--- src/rtl/fetch_if.sv ---
// Fetch-unit bus bundle: instruction-memory request/ack plus the decode-side valid/ready stream.
// Latency: wiring only. Backpressure: instr_ready from decode stalls delivery, imem_ack from memory stalls fetch.
// The master modport is the fetch unit; the slave modport is memory plus decode.
interface fetch_if;
    logic        imem_req;
    logic [31:0] imem_addr;
    logic        imem_ack;
    logic [31:0] imem_rdata;
    logic [31:0] instr;
    logic [5:0]  opcode;
    logic [31:0] pc_out;
    logic        instr_valid;
    logic        instr_ready;
    logic        redirect;
    logic [31:0] redirect_pc;

    modport master (
        output imem_req, imem_addr, instr, opcode, pc_out, instr_valid,
        input  imem_ack, imem_rdata, instr_ready, redirect, redirect_pc
    );

    modport slave (
        input  imem_req, imem_addr, instr, opcode, pc_out, instr_valid,
        output imem_ack, imem_rdata, instr_ready, redirect, redirect_pc
    );
endinterface

--- src/rtl/fetch_unit.sv ---
// Instruction fetch: requests imem at pc, captures the word, and presents it to decode with its pc.
// Latency: ack in cycle N -> instr_valid from N+1; at least 2 cycles per instruction. Backpressure: holds the instruction while instr_ready=0.
// Optional FETCH_COUNT_EN adds a 32-bit fetch_count of accepted instructions.
module fetch_unit #(
    parameter logic [31:0] RESET_PC = 32'h0000_0000
) (
    input  logic        clk,
    input  logic        rst,
    fetch_if.master     bus
`ifdef FETCH_COUNT_EN
    ,
    output logic [31:0] fetch_count
`endif
);

    typedef enum logic {
        S_FETCH = 1'b0,
        S_HOLD  = 1'b1
    } state_e;

    state_e      state_q, state_d;
    logic [31:0] pc_q, pc_d;
    logic [31:0] imem_addr_q, imem_addr_d;
    logic        imem_req_q, imem_req_d;
    logic [31:0] instr_q, instr_d;
    logic [31:0] pc_out_q, pc_out_d;
    logic        instr_valid_q, instr_valid_d;

    logic [31:0] redirect_tgt;
    logic        unused_redirect_bits;

    assign redirect_tgt         = {bus.redirect_pc[31:2], 2'b00};
    assign unused_redirect_bits = ^bus.redirect_pc[1:0];

    always_comb begin
        state_d       = state_q;
        pc_d          = pc_q;
        imem_addr_d   = imem_addr_q;
        imem_req_d    = imem_req_q;
        instr_d       = instr_q;
        pc_out_d      = pc_out_q;
        instr_valid_d = instr_valid_q;

        // A redirect wins over everything, so a coincident ack is simply dropped.
        if (bus.redirect) begin
            state_d       = S_FETCH;
            pc_d          = redirect_tgt;
            imem_addr_d   = redirect_tgt;
            imem_req_d    = 1'b1;
            instr_valid_d = 1'b0;
        end else begin
            unique case (state_q)
                S_FETCH: begin
                    // req is low only in the first cycle out of reset; an ack then is not ours.
                    imem_req_d = 1'b1;
                    if (imem_req_q && bus.imem_ack) begin
                        instr_d       = bus.imem_rdata;
                        pc_out_d      = pc_q;
                        instr_valid_d = 1'b1;
                        pc_d          = pc_q + 32'd4;
                        imem_req_d    = 1'b0;
                        state_d       = S_HOLD;
                    end
                end
                S_HOLD: begin
                    if (bus.instr_ready) begin
                        instr_valid_d = 1'b0;
                        imem_addr_d   = pc_q;
                        imem_req_d    = 1'b1;
                        state_d       = S_FETCH;
                    end
                end
                default: begin
                    state_d = S_FETCH;
                end
            endcase
        end
    end

    always_ff @(posedge clk) begin
        if (!rst) begin
            state_q       <= S_FETCH;
            pc_q          <= RESET_PC;
            imem_addr_q   <= RESET_PC;
            imem_req_q    <= 1'b0;
            instr_q       <= 32'h0;
            pc_out_q      <= 32'h0;
            instr_valid_q <= 1'b0;
        end else begin
            state_q       <= state_d;
            pc_q          <= pc_d;
            imem_addr_q   <= imem_addr_d;
            imem_req_q    <= imem_req_d;
            instr_q       <= instr_d;
            pc_out_q      <= pc_out_d;
            instr_valid_q <= instr_valid_d;
        end
    end

    assign bus.imem_req    = imem_req_q;
    assign bus.imem_addr   = imem_addr_q;
    assign bus.instr       = instr_q;
    assign bus.opcode      = instr_q[31:26];
    assign bus.pc_out      = pc_out_q;
    assign bus.instr_valid = instr_valid_q;

`ifdef FETCH_COUNT_EN
    logic [31:0] fetch_count_q, fetch_count_d;

    always_comb begin
        fetch_count_d = fetch_count_q;
        if (instr_valid_q && bus.instr_ready) begin
            fetch_count_d = fetch_count_q + 32'd1;
        end
    end

    always_ff @(posedge clk) begin
        if (!rst) begin
            fetch_count_q <= 32'h0;
        end else begin
            fetch_count_q <= fetch_count_d;
        end
    end

    assign fetch_count = fetch_count_q;
`endif

endmodule

--- src/flat_wrapper.sv ---
// flat-port wrapper written by rule: the top's interface ports become plain ports
module fetch_unit_flat 
#(
    parameter logic [31:0] RESET_PC = 32'h0000_0000
)
  (clk, rst, bus_imem_req, bus_imem_addr, bus_instr, bus_opcode, bus_pc_out, bus_instr_valid, bus_imem_ack, bus_imem_rdata, bus_instr_ready, bus_redirect, bus_redirect_pc);
  fetch_if bus_i ();
  input  logic clk;
  input  logic rst;
  output wire logic [$bits(bus_i.imem_req)-1:0] bus_imem_req;
  output wire logic [$bits(bus_i.imem_addr)-1:0] bus_imem_addr;
  output wire logic [$bits(bus_i.instr)-1:0] bus_instr;
  output wire logic [$bits(bus_i.opcode)-1:0] bus_opcode;
  output wire logic [$bits(bus_i.pc_out)-1:0] bus_pc_out;
  output wire logic [$bits(bus_i.instr_valid)-1:0] bus_instr_valid;
  input wire logic [$bits(bus_i.imem_ack)-1:0] bus_imem_ack;
  input wire logic [$bits(bus_i.imem_rdata)-1:0] bus_imem_rdata;
  input wire logic [$bits(bus_i.instr_ready)-1:0] bus_instr_ready;
  input wire logic [$bits(bus_i.redirect)-1:0] bus_redirect;
  input wire logic [$bits(bus_i.redirect_pc)-1:0] bus_redirect_pc;
  assign bus_imem_req = bus_i.imem_req;
  assign bus_imem_addr = bus_i.imem_addr;
  assign bus_instr = bus_i.instr;
  assign bus_opcode = bus_i.opcode;
  assign bus_pc_out = bus_i.pc_out;
  assign bus_instr_valid = bus_i.instr_valid;
  assign bus_i.imem_ack = bus_imem_ack;
  assign bus_i.imem_rdata = bus_imem_rdata;
  assign bus_i.instr_ready = bus_instr_ready;
  assign bus_i.redirect = bus_redirect;
  assign bus_i.redirect_pc = bus_redirect_pc;
  fetch_unit #(.RESET_PC(RESET_PC)) u_core (.clk(clk), .rst(rst), .bus(bus_i));
endmodule
--- config.mk ---
export PLATFORM = sky130hd
export DESIGN_NAME = fetch_unit_flat
export DESIGN_NICKNAME = d
export VERILOG_FILES = /design/src/rtl/fetch_if.sv /design/src/rtl/fetch_unit.sv /design/src/flat_wrapper.sv
export SDC_FILE = /design/constraint.sdc
export NUM_CORES = 1
export LEC_CHECK = 0
export BUFFER_PORTS_ARGS = -buffer_cell sky130_fd_sc_hd__buf_4
export CAP_MARGIN = 10
export CORE_UTILIZATION = 45
export CTS_CLUSTER_SIZE = 25
export DETAILED_ROUTE_END_ITERATION = 10
export PLACE_DENSITY = 0.75
export SYNTH_ARGS = -nofsm -noshare
export SYNTH_HDL_FRONTEND = slang
export SYNTH_SLANG_ARGS = --single-unit
--- constraint.sdc ---
create_clock -name clk -period 2.4 [get_ports clk]
set_input_delay 0.36 -clock clk [delete_from_list [all_inputs] [get_ports clk]]
set_output_delay 0.36 -clock clk [all_outputs]
set_load 0.005 [all_outputs]
======== After elaboration in Yosys (flattened, before gate mapping) ========
Cells that the tools add are included.
operators by class
  add/subtract/negate cells ............... 1
  multipliers ............................. 0
  divide/modulo/power cells ............... 0
  order comparisons ....................... 0
  equality and inequality tests ........... 4
  shift operators ......................... 0
  multiplexer cells ....................... 16
  bitwise gates (word level) .............. 3
  reductions and logical operators ........ 11
operators by type and width
  cell                                                   number
  two-way mux 32 bit                                     6
  adder 32 x 3 -> 32 bit, second input constant          1
  AND reduction 2 bit                                    5
  two-way mux 1 bit                                      7
  case mux 1 bit (2 select lines)                        3
  nonzero test 2 bit                                     3
  inequality test 2 bit, second input constant           2
  inequality test 3 bit, second input constant           1
  inverter 1 bit                                         3
  AND reduction 3 bit                                    1
  inequality test 2 x 1 -> 1 bit, second input constant  1
  OR reduction 2 bit                                     1
  logical AND 1 bit                                      1
storage, ports and cells
  flip-flop bits (word level) ............. 131
  bits in latches ......................... 0
  bits in writable memories ............... 0
  ROM bits ................................ 0
  bits of input ports ..................... 69
  word-level logic and storage cells ...... 44
  memories ................................ 0

======== Longest topological paths before layout ========
Gate-level depths: netlist of run 1.
  word-level depth ........................ 4
  gate-level depth with buffers ........... 7
  mapped depth without buffers ............ 5

======== Least setup slack after synthesis of run 1 ========
Ideal clock, no wire load.
  path kind ............................... register to register
  start ................................... register u_core.pc_q[2]
  end ..................................... register u_core.pc_q[28]
  arrival time ............................ 1.644 ns
  required time ........................... 2.284 ns
  slack ................................... 0.641 ns
  stages on the path, launching flop included .. 7
  buffers on the path ..................... 1
  clock period less this slack ............ 1.759 ns
  path through ............................ dfxtp_1 > ha_1 > and4b_1 > clkbuf_2 > nand3_4 > or4_1 > and3_1
between the ends
  cells in the longest elaborated chain, start to end .. 4
ends and longest elaborated chain
  what                      line              source
  start: declaration        fetch_unit.sv:22  logic [31:0] pc_q, pc_d;
  start signal: assignment  fetch_unit.sv:91  pc_q <= pc_d;
  adder 32 x 3 -> 32 bit    fetch_unit.sv:60  pc_d = pc_q + 32'd4;
  two-way mux 32 bit        fetch_unit.sv:56  if (imem_req_q && bus.imem_ack) begin
  two-way mux 32 bit        fetch_unit.sv:52  unique case (state_q)
  two-way mux 32 bit        fetch_unit.sv:45  if (bus.redirect) begin
Every way passes these cells. The select of a mux whose other input is x is not followed.
A chain may end at the register's enable or synchronous reset.

======== Final worst setup path of run 1 ========
  start ................................... register u_core.pc_q[10]
  end ..................................... register u_core.pc_q[28]
Same word-level chain as after synthesis.

==> flow_metrics.py, run 1 <==
metrics = {
    "die": {
        "pin_count": 173,
        "rows": 38,
        "die_y_um": 110,
        "fp.dieW_um": 110,
        "coreArea_um2": 11100,
        "die_area_um2": 12000,
        "start_util_pct": 47.0,
    },
    "hold_path": {
        "worst_hold_path_type": "in2reg",
        "min_path_cells": 3,
    },
    "sta": {
        "fin_crit_sh_pct": 83.6,
        "final.setup.worst_slack_ps": 394,
        "finalSetupTns_ps": 0,
        "finClkSkew_ps": 8.98,
        "final-setup-viol-count": 0,
        "fin_hold_ws_ps": 194,
        "tightest_slew_ps": 531,
        "maxSlewViolCount": 0,
        "relSlewSlack_pct": 64.5,
        "rsz0062_at_grt": "no",
        "period_needed_ps": 2010,
        "hold_viol_final": 0,
        "fmax_mhz": 499,
    },
    "worst_setup_path": {
        "criticalPathCategory": "reg2reg",
        "path_depth": 4,
        "path_cells": "and4_1, nand4_1, or4_1, and3_1",
        "path_buf_inv": 0,
        "worstPathRequired_ps": 2700,
        "cp-start-kind": "flip-flop",
        "end_kind": "flip-flop",
        "crit_family": "simple AND/OR/NAND/NOR gates",
        "crit_path_top_delay_cell": "or4_1",
        "crit_path_max_fanout": 11,
        "max_stage_delay_ps": 610,
        "arrival_ps": 2300,
        "rr_worst_depth": 4,
    },
    "clock_tree": {
        "ctsHtreeMaxLevel": 4,
        "cts_resized": 0,
        "cts-buffers-inserted": 17,
        "cts.sinks": 125,
        "clock_path_buffers": 2,
        "cts_root_buf": "clkbuf_16",
        "cts_tree": "yes",
        "post_cts_buffers": 0,
        "ctsHoldBuffers": 0,
        "clkTransAtPathRegs_ps": 50,
        "clkLatencyLatePin_ps": 410,
    },
    "yosys": {
        "synth_edf_count": 0,
        "syn_inst": 625,
        "ys_seq_area_share_pct": 48.0,
        "synth-seq-cells": 125,
        "async_flop_share_pct": 0,
        "synth_cell_types": 45,
        "syn-cell-area_um2": 5210,
        "yosys_warnings": 0,
        "ys.flop_type": "dfxtp_1",
        "synth_area_per_cell_um2": 8.34,
    },
    "pwr": {
        "finalPower_mw": 5.14,
        "p_leak_nw": 3.05,
        "swShare_pct": 23.3,
        "switching_power_mw": 1.20,
        "pwr-share-seq_pct": 44.2,
        "p_comb_share_pct": 9.4,
        "clockPowerShare_pct": 46.4,
        "powerDensity_nw_per_um2": 727,
        "p_int_mw": 3.94,
        "peakVddDrop_uv": 576,
    },
    "job": {
        "cap_violations": 0,
    },
    "global_routing": {
        "grtUsageTotal_pct": 23.9,
        "grt_max_degree": 53,
        "antenna_found_initial": 0,
        "overflow": 0,
        "grt_pass1_vias": 4559,
        "grt_pass1_wl_um": 22100,
    },
    "placement": {
        "io_buffers": 166,
        "dpl.cell_count": 890,
        "dpl_worst_slack_ps": 452,
        "place_area_um2": 6520,
        "hpwl_um": 9770,
        "routabilityCongestion": 0.797,
    },
    "route": {
        "drt_wl_total_um": 14300,
        "routedWlPerCell_um": 15.6,
        "drt_iter0_drc": 301,
        "drc": 0,
        "antenna_left": 0,
        "vias": 4968,
        "firstDrtPassIters": 4,
        "viasPerCell": 5.39,
    },
    "finish": {
        "n_antenna_cell": 0,
        "multi_input_area_um2": 2440,
        "fin_util_pct": 63.8,
        "area_delta_synth_final_pct": 35.7,
        "finalNonFillerCells": 921,
        "regArea_um2": 2500,
        "final_cell_area_um2": 7070,
        "fill_cells": 947,
        "drive_gt1_share_pct": 27.9,
        "final_nets": 839,
    },
    "outcome": {
        "status": "finished, final reports clean",
    },
}
==> power by group through the flow <==
stage	clock [mW]	combinational [mW]	sequential, mW
2_1_floorplan	0	0.240	2.29
3_3_place_gp	0	0.467	2.31
5_1_grt	2.52	0.528	2.29
6_report	2.39	0.481	2.27
3_5_place_dp	0	0.480	2.31
4_1_cts	2.42	0.484	2.27
==> synthesized netlist by cell type, types with 2 or more instances <==
cell | number | share of area (%)
mux2i_1 | 30 | 5.8
nor4_1 | 6 | 0.72
buf_1 | 3 | 0.22
buf_2 | 7 | 0.67
a211oi_1 | 3 | 0.43
o31ai_1 | 8 | 1.2
nand4_1 | 10 | 1.2
buf_4 | 10 | 1.4
o31a_1 | 2 | 0.34
nand2_1 | 142 | 10
nand4_4 | 2 | 0.82
nand3_1 | 7 | 0.67
a21oi_1 | 103 | 9.9
clkbuf_1 | 37 | 2.7
a31oi_1 | 9 | 1.1
or3_1 | 6 | 0.72
xnor2_1 | 4 | 0.67
o21ai_0 | 35 | 3.4
inv_1 | 3 | 0.22
dfxtp_1 | 125 | 48
or4_1 | 5 | 0.72
and4_1 | 6 | 1.0
a311oi_1 | 6 | 1.0
and3_1 | 7 | 0.84
nor2_1 | 15 | 1.1
nor2b_1 | 5 | 0.60
nor3_1 | 4 | 0.38
nor3b_1 | 4 | 0.58
and2_1 | 2 | 0.24
xor2_1 | 4 | 0.67
==> cell families (layout without fill, tap and decap cells) <==
group                    after synthesis  count (layout)  share of synthesized area (%)
AO/OA/AOI/OAI                        171             171                           18.1
multiplexers                          30              30                           5.76
adder cells (fa/ha/maj)                1               1                          0.240
other                                  1               4                         0.0720
XOR/XNOR                               8               8                           1.34
buffers and inverters                 62             215                           5.52
AND/OR/NAND/NOR                      227             227                           20.9
flip-flops                           125             125                           48.0
==> cell type report <==
type / count / share of cell area [%]
Tap cell: 140 / 2.48
Multi-Input combinational cell: 441 / 34.6
Clock buffer: 24 / 6.95
Timing Repair Buffer: 181 / 19.6
Inverter: 3 / 0.159
Clock inverter: 7 / 0.885
Sequential cell: 125 / 35.4
==> worst register-to-register path, delay by kind of cell, from the launching register on <==
| kind | cells | cell delay, ps |
|---|---|---|
| flip-flops | 1 | 430 |
| AND/OR/NAND/NOR | 4 | 1470 |
==> state kept, by name, summed over array words and instances, names as in the netlist <==
| name | flops |
|---|---|
| u_core.bus.instr | 32 |
| u_core.bus.imem_addr | 30 |
| u_core.bus.pc_out | 30 |
| u_core.pc_q | 30 |
| u_core.bus.imem_req | 1 |
| u_core.bus.instr_valid | 1 |
| u_core.state_q | 1 |
==> path summary, 6_finish.rpt <==
check / from / to / slack, ps
max reg2reg: u_core.pc_q[10] / u_core.pc_q[28] / 390
max: u_core.pc_q[10] / u_core.pc_q[28] / 390
min: bus_imem_rdata[7] / u_core.bus.instr[7] / 190
min reg2reg: u_core.bus.instr[0] / u_core.bus.instr[0] / 450
==> per-layer routing <==
metal  vias up  routed length, µm  global-route usage (%)
met5         -                  0                       0
met4         0                178                    7.05
met3        15                900                    7.82
met2       158               7040                    39.4
met1      2326               6200                    29.5
li1       2469                  -                       -
==> layout by cell type, fill, tap and decap left out, types with 3 or more instances in the layout <==
cell type and n:
clkinv_2 5, nor3_1 4, mux2i_1 30, nor4_1 6, a311oi_1 6, xor2_1 4, nor2b_1 5, o31ai_1 8
nor2_1 14, dfxtp_1 125, conb_1 4, and3_1 7, a21oi_1 103, a31oi_1 9, nand2_1 140, xnor2_1 4
clkbuf_1 3, nand3_1 7, buf_4 179, a211oi_1 3, clkbuf_16 17, nand4_1 10, nor3b_1 4, clkbuf_8 4
and4_1 6, or3_1 6, o21ai_0 35, or4_1 5
Note: power is estimated with default switching activity, not from simulation.
==> run 2, diff against run 1 <==
Clock period 2.4 ns to 2 ns, I/O delays scaled along.
==> flow_metrics.py, run 2 (synthesis results as in run 1) <==
metrics = {
    "die": {
        "coreArea_um2": 11100,
        "pin_count": 173,
        "rows": 38,
        "fp.dieW_um": 110,
        "die_y_um": 110,
        "die_area_um2": 12000,
        "start_util_pct": 47.0,
    },
    "finish": {
        "n_antenna_cell": 0,
        "fill_cells": 902,
        "final_cell_area_um2": 7300,
        "final_common_cell": "buf_4",
        "regArea_um2": 2500,
        "drive_gt1_share_pct": 29.6,
        "multi_input_area_um2": 2440,
        "final_cell_mix": "buf_4 (193), nand2_1 (140), dfxtp_1 (125), a21oi_1 (103), o21ai_0 (35)",
        "largest_reg_flops": 32,
        "area_delta_synth_final_pct": 40.1,
        "final_nets": 854,
    },
    "worst_setup_path": {
        "max_stage_delay_ps": 570,
        "crit-reg2reg-launch": "u_core.pc_q[3]",
        "cp-start-kind": "flip-flop",
        "cp-startpoint": "u_core.pc_q[3]",
        "crit-reg2reg-capture": "u_core.pc_q[20]",
        "r2r_slack_ps": 90,
        "crit_path_top_delay_cell": "or4_1",
        "worstPathRequired_ps": 2320,
        "endpoint": "u_core.pc_q[20]",
        "crit_path_max_fanout": 10,
        "end_kind": "flip-flop",
        "rr_worst_depth": 5,
        "arrival_ps": 2230,
        "criticalPathCategory": "reg2reg",
        "path_cells": "ha_1, and4b_1, nand3_4, or4_1, a31oi_1",
    },
    "clock_tree": {
        "post_cts_buffers": 0,
        "clkLatencyLatePin_ps": 410,
        "cts_root_buf": "clkbuf_16",
        "cts_tree": "yes",
        "ctsHoldBuffers": 0,
        "clkTransAtPathRegs_ps": 60,
        "cts.sinks": 125,
        "cts_resized": 0,
        "cts-buffers-inserted": 17,
        "clock_path_buffers": 2,
        "ctsHtreeMaxLevel": 4,
    },
    "global_routing": {
        "overflow": 0,
        "grt_pass1_wl_um": 23300,
        "grt_max_degree": 63,
        "grtUsageTotal_pct": 25.0,
        "antenna_found_initial": 0,
        "grt_pass1_vias": 4795,
    },
    "sta": {
        "maxSlewViolCount": 0,
        "fmax_mhz": 523,
        "rsz0062_at_grt": "no",
        "hold_viol_final": 0,
        "fin_crit_sh_pct": 95.6,
        "period_needed_ps": 1910,
        "finClkSkew_ps": 8.17,
        "final-setup-viol-count": 0,
        "finalSetupTns_ps": 0,
    },
    "pwr": {
        "peakVddDrop_uv": 598,
        "powerDensity_nw_per_um2": 922,
        "p_leak_nw": 3.17,
    },
    "job": {
        "cap_violations": 0,
    },
    "route": {
        "viasPerCell": 5.47,
        "routedWlPerCell_um": 15.6,
        "drt_wl_total_um": 14600,
        "drt_iter0_drc": 363,
        "drc": 0,
        "firstDrtPassIters": 5,
        "antenna_left": 0,
        "vias": 5128,
    },
    "placement": {
        "place_area_um2": 6640,
        "hpwl_um": 10100,
        "io_buffers": 166,
        "routabilityCongestion": 0.821,
    },
    "hold_path": {
        "worstHoldStart": "bus_imem_rdata[14]",
        "worst_hold_path_type": "in2reg",
    },
    "outcome": {
        "status": "finished, final reports clean",
    },
}
run 2: cell types whose count changed in the layout (fill, tap and decap cells not counted), sizes merged:
| cell | change |
|---|---|
| bufinv | +4 |
| clkinvlp | +2 |
| buf | +15 |
| clkinv | -2 |
| clkbuf | -3 |
run 2: power by group:
part           leakage [nW]  switching [mW]  internal, mW
Clock                 0.315            1.10          2.30
Combinational          1.83           0.295         0.319
Sequential             1.03           0.102          2.61
run 2: cell type report:
type | count | share of cell area, %
repair buffers | 196 | 20.7
clock buffers | 21 | 6.44
well taps | 140 | 2.40
multi-input cells | 441 | 33.5
flip-flops and latches | 125 | 34.3
clock inverters | 11 | 2.57
inverters | 3 | 0.154
run 2: per-layer routing:
layer	vias to the layer above	share of wire, %	track usage (%)
met1	2413	42	31.0
met3	18	6.7	6.76
met5	-	0	0
met4	0	1.2	8.76
li1	2510	-	-
met2	187	50	41.6
run 2: worst min-delay path by stage:
stage | slack (ps) | cells after the start | endpoint
4_1_cts | 110 | 3 | u_core.bus.instr[31]
5_1_grt | 130 | 3 | u_core.bus.instr[4]
6_report | 130 | 3 | u_core.bus.instr[14]
2_1_floorplan | 440 | 2 | u_core.bus.instr[0]
3_3_place_gp | 440 | 2 | u_core.bus.instr[15]
3_5_place_dp | 450 | 2 | u_core.bus.instr[8]
run 2: through the flow:
step / total power [mW] / instances / hold slack, ps / worst slack [ps] / utilization (%)
after CTS: 6.78 / 937 / 115 / 103 / 65.9
after global routing: 6.97 / 937 / 125 / 30.6 / 65.9
after detailed placement: 3.38 / 905 / 448 / 157 / 60.0
after floorplan: 3.04 / 628 / 436 / 241 / -
final: 6.73 / 937 / 135 / 88.0 / 65.9
after global placement: 3.35 / 905 / 442 / 206 / 60.0
run 2: critical path: cells and delay by family (launching register included):
| kind | cells | cell delay, ps |
|---|---|---|
| simple gates | 3 | 990 |
| flops | 1 | 420 |
| compound gates | 1 | 220 |
| fa+ha+maj | 1 | 190 |
==> run 3, diff against run 2 <==
Settings changed: CTS_BUF_LIST set to sky130_fd_sc_hd__clkbuf_4.
==> flow_metrics.py, run 3 (synthesis results as in run 1) <==
metrics = {
    "clock_tree": {
        "clkTransAtPathRegs_ps": 110,
        "cts-buffers-inserted": 17,
        "cts.sinks": 125,
        "clkLatencyLatePin_ps": 530,
        "cts_tree": "yes",
        "cts_root_buf": "clkbuf_4",
        "post_cts_buffers": 0,
        "ctsHtreeMaxLevel": 4,
        "clock_path_buffers": 2,
    },
    "route": {
        "drt_wl_total_um": 14700,
        "drc": 0,
        "routedWlPerCell_um": 15.3,
        "firstDrtPassIters": 5,
        "vias": 5190,
        "antenna_left": 0,
        "viasPerCell": 5.40,
        "drt_iter0_drc": 312,
    },
    "job": {
        "cap_violations": 0,
    },
    "finish": {
        "largest_reg_flops": 32,
        "regArea_um2": 2500,
        "final_cell_mix": "buf_4 (193), nand2_1 (140), dfxtp_1 (125), a21oi_1 (103), o21ai_0 (35)",
        "final_cell_area_um2": 7220,
        "n_antenna_cell": 0,
        "final_common_cell": "buf_4",
        "fill_cells": 913,
        "final_nets": 878,
        "multi_input_area_um2": 2440,
        "drive_gt1_share_pct": 28.6,
        "area_delta_synth_final_pct": 38.5,
    },
    "worst_setup_path": {
        "worstPathRequired_ps": 2450,
        "crit_family": "simple AND/OR/NAND/NOR gates",
        "end_kind": "flip-flop",
        "crit_path_top_delay_cell": "or4_1",
        "max_stage_delay_ps": 530,
        "path_cells": "and4_2, buf_4, nand4_4, or4_1, a31oi_1",
        "cp-start-kind": "flip-flop",
        "criticalPathCategory": "reg2reg",
        "crit_path_max_fanout": 7,
        "arrival_ps": 2310,
        "path_buf_inv": 1,
    },
    "placement": {
        "io_buffers": 166,
        "hpwl_um": 10100,
        "routabilityCongestion": 0.821,
        "place_area_um2": 6640,
    },
    "sta": {
        "fmax_mhz": 537,
        "maxSlewViolCount": 0,
        "period_needed_ps": 1860,
        "finalSetupTns_ps": 0,
        "hold_viol_final": 0,
        "rsz0062_at_grt": "no",
        "fin_crit_sh_pct": 93.2,
        "finClkSkew_ps": 23.1,
        "final-setup-viol-count": 0,
    },
    "pwr": {
        "powerDensity_nw_per_um2": 750,
        "p_comb_share_pct": 12.1,
        "p_int_mw": 4.07,
        "peakVddDrop_uv": 462,
        "p_leak_nw": 3.13,
        "switching_power_mw": 1.34,
        "swShare_pct": 24.8,
        "finalPower_mw": 5.41,
        "clockPowerShare_pct": 37.9,
        "pwr-share-seq_pct": 50.1,
    },
    "die": {
        "pin_count": 173,
        "die_y_um": 110,
        "coreArea_um2": 11100,
        "fp.dieW_um": 110,
        "start_util_pct": 47.0,
        "die_area_um2": 12000,
        "rows": 38,
    },
    "global_routing": {
        "overflow": 0,
        "antenna_found_initial": 0,
        "grtUsageTotal_pct": 25.1,
        "grt_pass1_wl_um": 23400,
        "grt_max_degree": 63,
        "grt_pass1_vias": 4836,
    },
    "outcome": {
        "status": "finished, final reports clean",
    },
    "hold_path": {
        "worst_hold_path_type": "in2reg",
    },
}
==> run 3: cell types whose count changed in the layout (fill, tap and decap cells not counted), sizes merged <==
| cell | delta |
|---|---|
| dlygate4sd3 | +24 |
| clkinv | +3 |
| clkbuf | -3 |
==> run 3: timing repair <==
action | in CTS | in global routing
setup endpoints to repair | 0 | 1
hold buffers | 21 | 3
endpoints found under the hold margin | 21 | 3
gates resized for setup | 0 | 1
==> run 3: cell type report <==
cell class              instances  area share, %
inverters                       3          0.156
multi-input cells             441           33.9
clock inverters                14           2.76
well taps                     140           2.43
flip-flops and latches        125           34.7
clock buffers                  18           1.87
repair buffers                220           24.2
==> run 3: path summary, 6_finish.rpt <==
| kind | from | to | slack (ps) | cells past startpoint |
|---|---|---|---|---|
| setup reg to reg | u_core.pc_q[6] | u_core.pc_q[17] | 140 | 5 |
| hold reg to reg | u_core.bus.instr[24] | u_core.bus.instr[24] | 460 | 2 |
| setup / recovery | u_core.pc_q[6] | u_core.pc_q[17] | 140 | 5 |
| hold / removal | bus_imem_rdata[10] | u_core.bus.instr[10] | 20 | 3 |
==> run 3: per-stage QoR <==
step / std cells / setup slack (ps) / hold WS [ps] / utilization (%)
finish: 961 / 137 / 24.3 / 65.1
detailed placement: 905 / 157 / 448 / 60.0
CTS: 958 / 124 / 0.0853 / 64.9
global route: 961 / 28.0 / 2.76 / 65.1
floorplan: 628 / 241 / 436 / -
global placement: 905 / 206 / 442 / 60.0
==> run 3: worst min-delay path, cell delays in order <==
cell and delay (ps):
buf_4 110, nand2_1 50, a21oi_1 50
==> run 3: power by group through the flow <==
stage / sequential (mW) / clock [mW] / combinational, mW
6_report: 2.71 / 2.05 / 0.653
5_1_grt: 2.73 / 2.21 / 0.717
4_1_cts: 2.71 / 2.08 / 0.648
3_5_place_dp: 2.76 / 0 / 0.613
3_3_place_gp: 2.76 / 0 / 0.597
2_1_floorplan: 2.75 / 0 / 0.288
==> run 3: metal layers <==
metal	share of wire (%)	wire length (µm)	global-route usage, %
met3	6.5	950	6.82
met2	49	7210	42.2
met4	1.9	273	9.05
met5	0	0	0
met1	43	6270	30.8
